==> src/rtl/sponge_trigger_if.sv <==
// Request/status bundle between the tour logic, the pacing stage and the tune player.
// The master side drives requests and control; the slave side (sponge_trigger) returns go and status.
interface sponge_trigger_if;
   logic       en;
   logic       move_chime;
   logic       move_done;
   logic       tour_done;
   logic       flush;
   logic       go;
   logic       busy;
   logic [1:0] pend_cnt;

   modport master (
      output en, move_chime, move_done, tour_done, flush,
      input  go, busy, pend_cnt
   );

   modport slave (
      input  en, move_chime, move_done, tour_done, flush,
      output go, busy, pend_cnt
   );
endinterface

==> src/rtl/sponge_trigger.sv <==
// Queues up to MAX_PEND play requests and paces single-cycle go pulses to the tune player,
// holding off at least one full tune between pulses so no tune is restarted mid-play.
module sponge_trigger #(
   parameter bit FAST_SIM    = 1'b1,
   parameter int HOLD_CYCLES = 67109120,
   parameter int MAX_PEND    = 3
) (
   input logic             clk,
   input logic             rst,
   sponge_trigger_if.slave bus
);

   typedef enum logic [1:0] {
      IDLE = 2'd0,
      FIRE = 2'd1,
      HOLD = 2'd2
   } state_t;

   localparam logic [26:0] INC      = FAST_SIM ? 27'd16 : 27'd1;
   localparam logic [26:0] HOLD_LIM = 27'(HOLD_CYCLES);
   localparam logic [2:0]  PEND_MAX = 3'(MAX_PEND);

   state_t      state;
   state_t      state_next;
   logic [1:0]  pend;
   logic [1:0]  pend_next;
   logic [26:0] hold_cnt;
   logic [26:0] hold_next;
   logic        go_q;
   logic [1:0]  req_n;
   logic [1:0]  req_eff;
   logic        take;
   logic [2:0]  sum;
   logic [2:0]  diff;

   // A move and a tour completing together count as two requests.
   always_comb begin
      req_n = 2'd0;
      if (bus.en) begin
         req_n = {1'b0, bus.move_done & bus.move_chime} + {1'b0, bus.tour_done};
      end
      req_eff = bus.flush ? 2'd0 : req_n;
   end

   // Pending count: the request that launches a FIRE is consumed as the FSM leaves FIRE.
   // The floor at zero only matters if a flush emptied the queue just before a FIRE.
   always_comb begin
      take      = (state == FIRE);
      sum       = {1'b0, pend} + {1'b0, req_n};
      diff      = (sum < 3'(take)) ? 3'd0 : sum - 3'(take);
      pend_next = (diff > PEND_MAX) ? PEND_MAX[1:0] : diff[1:0];
      if (bus.flush) begin
         pend_next = 2'd0;
      end
   end

   always_comb begin
      state_next = state;
      hold_next  = hold_cnt;
      case (state)
         IDLE: begin
            hold_next = 27'd0;
            if ((pend != 2'd0) || (req_eff != 2'd0)) begin
               state_next = FIRE;
            end
         end
         FIRE: begin
            hold_next  = 27'd0;
            state_next = HOLD;
         end
         HOLD: begin
            hold_next = hold_cnt + INC;
            if (hold_cnt >= HOLD_LIM) begin
               state_next = (pend != 2'd0) ? FIRE : IDLE;
            end
         end
         default: begin
            hold_next  = 27'd0;
            state_next = IDLE;
         end
      endcase
   end

   // go is registered from the next state so it lines up exactly with the FIRE cycle.
   always_ff @(posedge clk) begin
      if (rst) begin
         state    <= IDLE;
         pend     <= 2'd0;
         hold_cnt <= 27'd0;
         go_q     <= 1'b0;
      end else begin
         state    <= state_next;
         pend     <= pend_next;
         hold_cnt <= hold_next;
         go_q     <= (state_next == FIRE);
      end
   end

   assign bus.go       = go_q;
   assign bus.busy     = (state != IDLE);
   assign bus.pend_cnt = pend;

endmodule
==> src/flat_wrapper.sv <==
// flat-port wrapper written by rule: the top's interface ports become plain ports
module sponge_trigger_flat 
#(
   parameter bit FAST_SIM    = 1'b1,
   parameter int HOLD_CYCLES = 67109120,
   parameter int MAX_PEND    = 3
)
  (clk, rst, bus_en, bus_move_chime, bus_move_done, bus_tour_done, bus_flush, bus_go, bus_busy, bus_pend_cnt);
  sponge_trigger_if bus_i ();
  input logic clk;
  input logic rst;
  input wire logic [$bits(bus_i.en)-1:0] bus_en;
  input wire logic [$bits(bus_i.move_chime)-1:0] bus_move_chime;
  input wire logic [$bits(bus_i.move_done)-1:0] bus_move_done;
  input wire logic [$bits(bus_i.tour_done)-1:0] bus_tour_done;
  input wire logic [$bits(bus_i.flush)-1:0] bus_flush;
  output wire logic [$bits(bus_i.go)-1:0] bus_go;
  output wire logic [$bits(bus_i.busy)-1:0] bus_busy;
  output wire logic [$bits(bus_i.pend_cnt)-1:0] bus_pend_cnt;
  assign bus_i.en = bus_en;
  assign bus_i.move_chime = bus_move_chime;
  assign bus_i.move_done = bus_move_done;
  assign bus_i.tour_done = bus_tour_done;
  assign bus_i.flush = bus_flush;
  assign bus_go = bus_i.go;
  assign bus_busy = bus_i.busy;
  assign bus_pend_cnt = bus_i.pend_cnt;
  sponge_trigger #(.FAST_SIM(FAST_SIM), .HOLD_CYCLES(HOLD_CYCLES), .MAX_PEND(MAX_PEND)) u_core (.clk(clk), .rst(rst), .bus(bus_i));
endmodule
==> config.mk <==
export PLATFORM = sky130hd
export DESIGN_NAME = sponge_trigger_flat
export DESIGN_NICKNAME = d
export VERILOG_FILES = /design/src/rtl/sponge_trigger_if.sv /design/src/rtl/sponge_trigger.sv /design/src/flat_wrapper.sv
export SDC_FILE = /design/constraint.sdc
export NUM_CORES = 1
export LEC_CHECK = 0
export CAP_MARGIN = 20
export CORE_MARGIN = 2
export CORE_UTILIZATION = 60
export DETAILED_ROUTE_END_ITERATION = 8
export PLACE_DENSITY = 0.87
export RECOVER_POWER = 50
export SLEW_MARGIN = 10
export SYNTH_ARGS = -nofsm -noshare
export SYNTH_HDL_FRONTEND = slang
export SYNTH_SLANG_ARGS = --single-unit
==> constraint.sdc <==
create_clock -name clk -period 5.4 [get_ports clk]
set_input_delay 1.35 -clock clk [delete_from_list [all_inputs] [get_ports clk]]
set_output_delay 1.35 -clock clk [all_outputs]
set_load 0.005 [all_outputs]
**Word level (Yosys, flattened, before mapping)**

Cells that the tools add are included.

- Register bits: 32
- Bits of input ports: 7
- Output and inout port bits: 4
- Logic and storage cells: 31

- Add/subtract/negate cells: 4
- $lt $le $gt $ge: 3
- Equal/unequal tests: 3
- Muxes and demuxes: 8
- Bitwise logic cells: 2
- Reduce and logical (&&, ||, !) cells: 7

Operators by type and width:

| cell | count |
|---|---|
| $add A27 B5 Y27 const B | 1 |
| $ge A27 B27 Y1 const B | 1 |
| $mux W2 | 5 |
| $pmux W2 S3 | 1 |
| $reduce_bool A2 Y1 | 3 |
| $eq A2 B1 Y1 const B | 2 |
| $reduce_or A2 Y1 | 2 |
| $add A2 B2 Y3 | 1 |
| $gt A3 B2 Y1 const B | 1 |
| $lt A3 B1 Y1 | 1 |
| $mux W3 | 1 |
| $sub A3 B1 Y3 | 1 |
| $add A1 B1 Y2 | 1 |
| $eq A2 B2 Y1 const B | 1 |
| $logic_not A2 Y1 | 1 |
| $and A1 B1 Y1 | 1 |
| $logic_or A1 B1 Y1 | 1 |
| $mux W1 | 1 |
| $not A1 Y1 | 1 |

**Depth between registers and ports, before layout**

- Word-level depth: 9
- Gate-level depth with buffers: 9
- Mapped depth without buffers: 9

**Least setup slack after synthesis**

OpenSTA, ideal clock, no wires.

- Kind: input-to-reg
- Start: input bus_move_done
- End: register u_core.pend[0] (netlist: u_core.bus.pend_cnt[0])
- Library setup time: 0.121 ns
- Arrival: 3.041 ns
- Data required time: 5.279 ns
- Slack: 2.238 ns
- Stages on the path: 9
- Buffers on the path: 0
- Path through: and2_1 > ha_1 > and2_1 > ha_1 > fa_1 > inv_1 > ha_1 > xnor2_1 > a21oi_1

- Cells in the longest elaborated chain, start to end: 8
- Elaborated cells on any way between the ends: 9
- Classes of those cells: add/sub (3); order compare (2); mux (3); bitwise (1)

Ends and longest elaborated chain:

| what | RTL line | text |
|---|---|---|
| from (decl) | flat_wrapper.sv:14 | `input wire logic [$bits(bus_i.move_done)-1:0] bus_move_done;` |
| $and A1 B1 Y1 (*) | sponge_trigger.sv:40 | `req_n = {1'b0, bus.move_done & bus.move_chime} + {1'b0, bus.tour_done};` |
| $add A1 B1 Y2 (*) | sponge_trigger.sv:40 |  |
| $mux W2 (*) | sponge_trigger.sv:39 | `if (bus.en) begin` |
| $add A2 B2 Y3 (*) | sponge_trigger.sv:49 | `sum = {1'b0, pend} + {1'b0, req_n};` |
| $sub A3 B1 Y3 / $lt A3 B1 Y1 (equally long branches) | sponge_trigger.sv:50 | `diff = (sum < 3'(take)) ? 3'd0 : sum - 3'(take);` |
| $mux W3 (*) | sponge_trigger.sv:50 |  |
| $gt A3 B2 Y1 | sponge_trigger.sv:51 | `pend_next = (diff > PEND_MAX) ? PEND_MAX[1:0] : diff[1:0];` |
| $mux W2 (*) | sponge_trigger.sv:51 |  |
| to (signal assigned) | sponge_trigger.sv:93 | `pend <= pend_next;` |
| to (decl) | sponge_trigger.sv:25 | `logic [1:0] pend;` |

Mark *: on every way between the ends. The rest lies on a longest branch, timed or not.
A chain may end at the register's enable or synchronous reset.

**Worst setup path after layout**

- Start: input bus_move_chime
- End: register u_core.pend[0] (netlist: u_core.bus.pend_cnt[0])

- Cells in the longest elaborated chain, start to end: 8
- Elaborated cells on any way between the ends: 9
- Classes of those cells: add/sub (3); order compare (2); mux (3); bitwise (1)

Ends and longest elaborated chain:

| what | RTL line | text |
|---|---|---|
| from (decl) | flat_wrapper.sv:13 | `input wire logic [$bits(bus_i.move_chime)-1:0] bus_move_chime;` |
| $and A1 B1 Y1 (*) | sponge_trigger.sv:40 |  |
| $add A1 B1 Y2 (*) | sponge_trigger.sv:40 |  |
| $mux W2 (*) | sponge_trigger.sv:39 |  |
| $add A2 B2 Y3 (*) | sponge_trigger.sv:49 |  |
| $sub A3 B1 Y3 / $lt A3 B1 Y1 (equally long branches) | sponge_trigger.sv:50 |  |
| $mux W3 (*) | sponge_trigger.sv:50 |  |
| $gt A3 B2 Y1 | sponge_trigger.sv:51 |  |
| $mux W2 (*) | sponge_trigger.sv:51 |  |

Marks and branches as above.

==> impl_metrics.py <==
metrics = {
    "clocking": {
        "postCtsSetupBuffers": 0,
        "cts_buffers": 3,
        "insertion_delay_ns": 0.33,
        "cts_resized": 0,
        "cts_sinks": 28,
        "clkSlewWorstSetupHoldPaths_ns": 0.15,
        "cts_buffer_depth": 2,
        "ctsHoldBuffers": 0,
        "root_buffer": "clkbuf_4",
        "htree_levels": 1,
        "cts_tree": "done",
    },
    "power": {
        "p_seq_frac": 0.544,
        "p_per_area_nw_per_um2": 255.9,
        "power_switching_w": 0.00009053,
        "ir_drop_mv": 0.1681,
        "swShare": 0.2246,
        "pwr-share-clk": 0.343,
        "total_power_w": 0.0004030,
        "power.leakage_nw": 0.5390,
        "p_int_w": 0.0003125,
        "share_comb_of_total_power": 0.113,
    },
    "routing": {
        "drt_iter0_drc": 27,
        "postRouteAntennaNets": 0,
        "avgRoutedWirePerCell_um": 13.61,
        "firstDrtPassIters": 4,
        "wl_mm": 2.654,
        "vias": 1172,
        "via_per_inst": 6.010,
        "drc": 0,
    },
    "synth": {
        "syn_inst": 156,
        "yosys_warnings": 0,
        "syn_nets": 170,
        "seq_area_frac_synth": 0.3986,
        "syn_area_per_cell_um2": 9.015,
        "ys_ff_latch": 28,
        "async_reset_ff_frac": 0,
        "synth_top_flop_cell": "dfxtp_1",
        "synth.distinct_cells": 35,
        "synth_area_um2": 1406,
        "synth_edf_count": 0,
    },
    "sta": {
        "finalClockSkew_ns": 0.001441,
        "period_minus_slack_ns": 3.326,
        "finalHoldViolCount": 0,
        "rsz0062_at_grt": "false",
        "finalMaxSlewViolations": 0,
        "slew_headroom": 0.5090,
        "worst_slew_pin_slew_ns": 0.7348,
        "fin_tns_setup_ns": 0,
        "fmax_ghz": 0.3006,
        "finalSetupViolCount": 0,
        "fin_crit_sh": 0.6160,
    },
    "run": {
        "max_cap_viol_count": 0,
    },
    "final_layout": {
        "design_area_um2": 1575,
        "area_growth_pct": 12.01,
        "fin_nets": 182,
        "utilization": 0.7121,
        "drive_gt1_frac": 0.06587,
        "stdcell_count": 195,
        "layout_common_cells": "dfxtp_1, nor2_1, a21oi_1, nand3_1, clkdlybuf4s50_1",
        "antenna_cells": 0,
        "mostFrequentLayoutCell": "dfxtp_1",
    },
    "global_routing": {
        "grt_max_degree": 23,
        "antenna_found_initial": 0,
        "grt_pass1_vias": 1074,
        "track_usage": 0.2269,
        "gr-total-overflow": 0,
        "grt_pass1_wl_mm": 4.588,
    },
    "die": {
        "dieHeight_um": 52.42,
        "dieArea_um2": 2747,
        "io_pins": 11,
        "num_rows": 17,
        "design.core.area_um2": 2212,
        "die_width_um": 52.42,
        "initial_core_util": 0.6357,
    },
    "worst_setup_path": {
        "r2r.worst_path.cells": 5,
        "setup.worst_path.class": "input port to flop",
        "rrSetupSlack_ns": 3.47,
        "arrival_ns": 3.56,
        "crit_path_start_kind": "input port",
        "required_ns": 5.64,
        "cp-end-kind": "flop",
        "crit_path_max_fanout": 2,
    },
    "worst_hold_path": {
        "hold_path_depth": 2,
        "worstHoldPathType": "flop to flop",
    },
    "place": {
        "placed_cell_area_um2": 1523,
        "numPlacedInstances": 191,
        "dp_hpwl_mm": 1.951,
        "place_congestion": 0.8010,
        "port_buffers": 10,
    },
    "outcome": {
        "status": "completed",
    },
}
-- metal layers --
metal / up-vias / track usage / routed length [µm]
met5: - / 0 / 0
met3: 4 / 0.02571 / 72
li1: 600 / - / -
met2: 16 / 0.3875 / 1291
met4: 0 / 0.08974 / 46
met1: 552 / 0.2904 / 1243
-- sequential cells by signal, summed over array words and instances, names as in the netlist --
name / cells
u_core.bus.go: 1
u_core.bus.pend_cnt: 2
u_core.hold_cnt: 23
u_core.state: 2
-- power by group through the flow --
| stage | clock network [W] | logic (W) | registers [W] |
|---|---|---|---|
| CTS | 0.000140 | 0.0000463 | 0.000219 |
| finish | 0.000138 | 0.0000455 | 0.000219 |
| floorplan | 0 | 0.0000257 | 0.000223 |
| global placement | 0 | 0.0000431 | 0.000223 |
| global route | 0.000149 | 0.0000517 | 0.000220 |
| detailed placement | 0 | 0.0000459 | 0.000223 |
-- stage by stage --
| step | hold WS, ns | setup WS (ns) |
|---|---|---|
| after floorplan | 0.4528 | 2.238 |
| after global placement | 0.4812 | 1.803 |
| after detailed placement | 0.4958 | 1.684 |
| after CTS | 0.5217 | 2.050 |
| after global routing | 0.5359 | 1.966 |
| final | 0.5210 | 2.074 |
-- kinds of logic after synthesis --
family | synth area share
and+or+nand+nor | 0.3078
DFF | 0.3986
AOI/OAI and AO/OA | 0.1183
xor gates and xnor gates | 0.08096
buffers and inverters | 0.02669
adders and majority gates | 0.06761
-- worst max-delay path, stage by stage --
cell	delay (ns)
clkdlybuf4s50_1	0.40
and2_1	0.14
ha_1	0.27
and2_1	0.18
ha_1	0.19
fa_1	0.51
inv_1	0.05
ha_1	0.20
xnor2_1	0.18
a21oi_1	0.10
-- final cells by class --
cell class,instances,area (µm²)
multi-input cells,120,808.3
fillers,190,636.9
flip-flops and latches,28,560.5
repair buffers,10,100.1
well taps,28,35.03
clock inverters,1,30.03
clock buffers,3,22.52
inverters,5,18.77
-- synthesized netlist by cell type, drive strengths merged, types with 2 or more instances --
cell / number / area [µm²]
or3: 4 / 26.28
xor2: 8 / 70.07
nand2: 7 / 26.28
nand3: 11 / 55.05
or4: 7 / 52.55
nor4: 4 / 25.02
inv: 5 / 18.77
dfxtp: 28 / 560.5
clkbuf: 2 / 7.510
and2: 4 / 25.02
xnor2: 5 / 43.79
nand4: 4 / 46.29
and3: 3 / 20.02
o21ai: 5 / 25.02
or2: 2 / 12.52
a32o: 2 / 20.02
o31ai: 6 / 45.04
and4: 4 / 36.29
a21oi: 12 / 60.06
nor2: 16 / 60.06
ha: 6 / 75.07
nor2b: 2 / 12.51
nor3: 3 / 15.01
-- path summary, 6_finish.rpt --
path | from | to
min | u_core.hold_cnt[23] | u_core.hold_cnt[23]
max | bus_move_chime | u_core.bus.pend_cnt[0]
min reg2reg | u_core.hold_cnt[23] | u_core.hold_cnt[23]
max reg2reg | u_core.hold_cnt[4] | u_core.hold_cnt[26]
No activity file was read; power rests on OpenSTA's default activity.
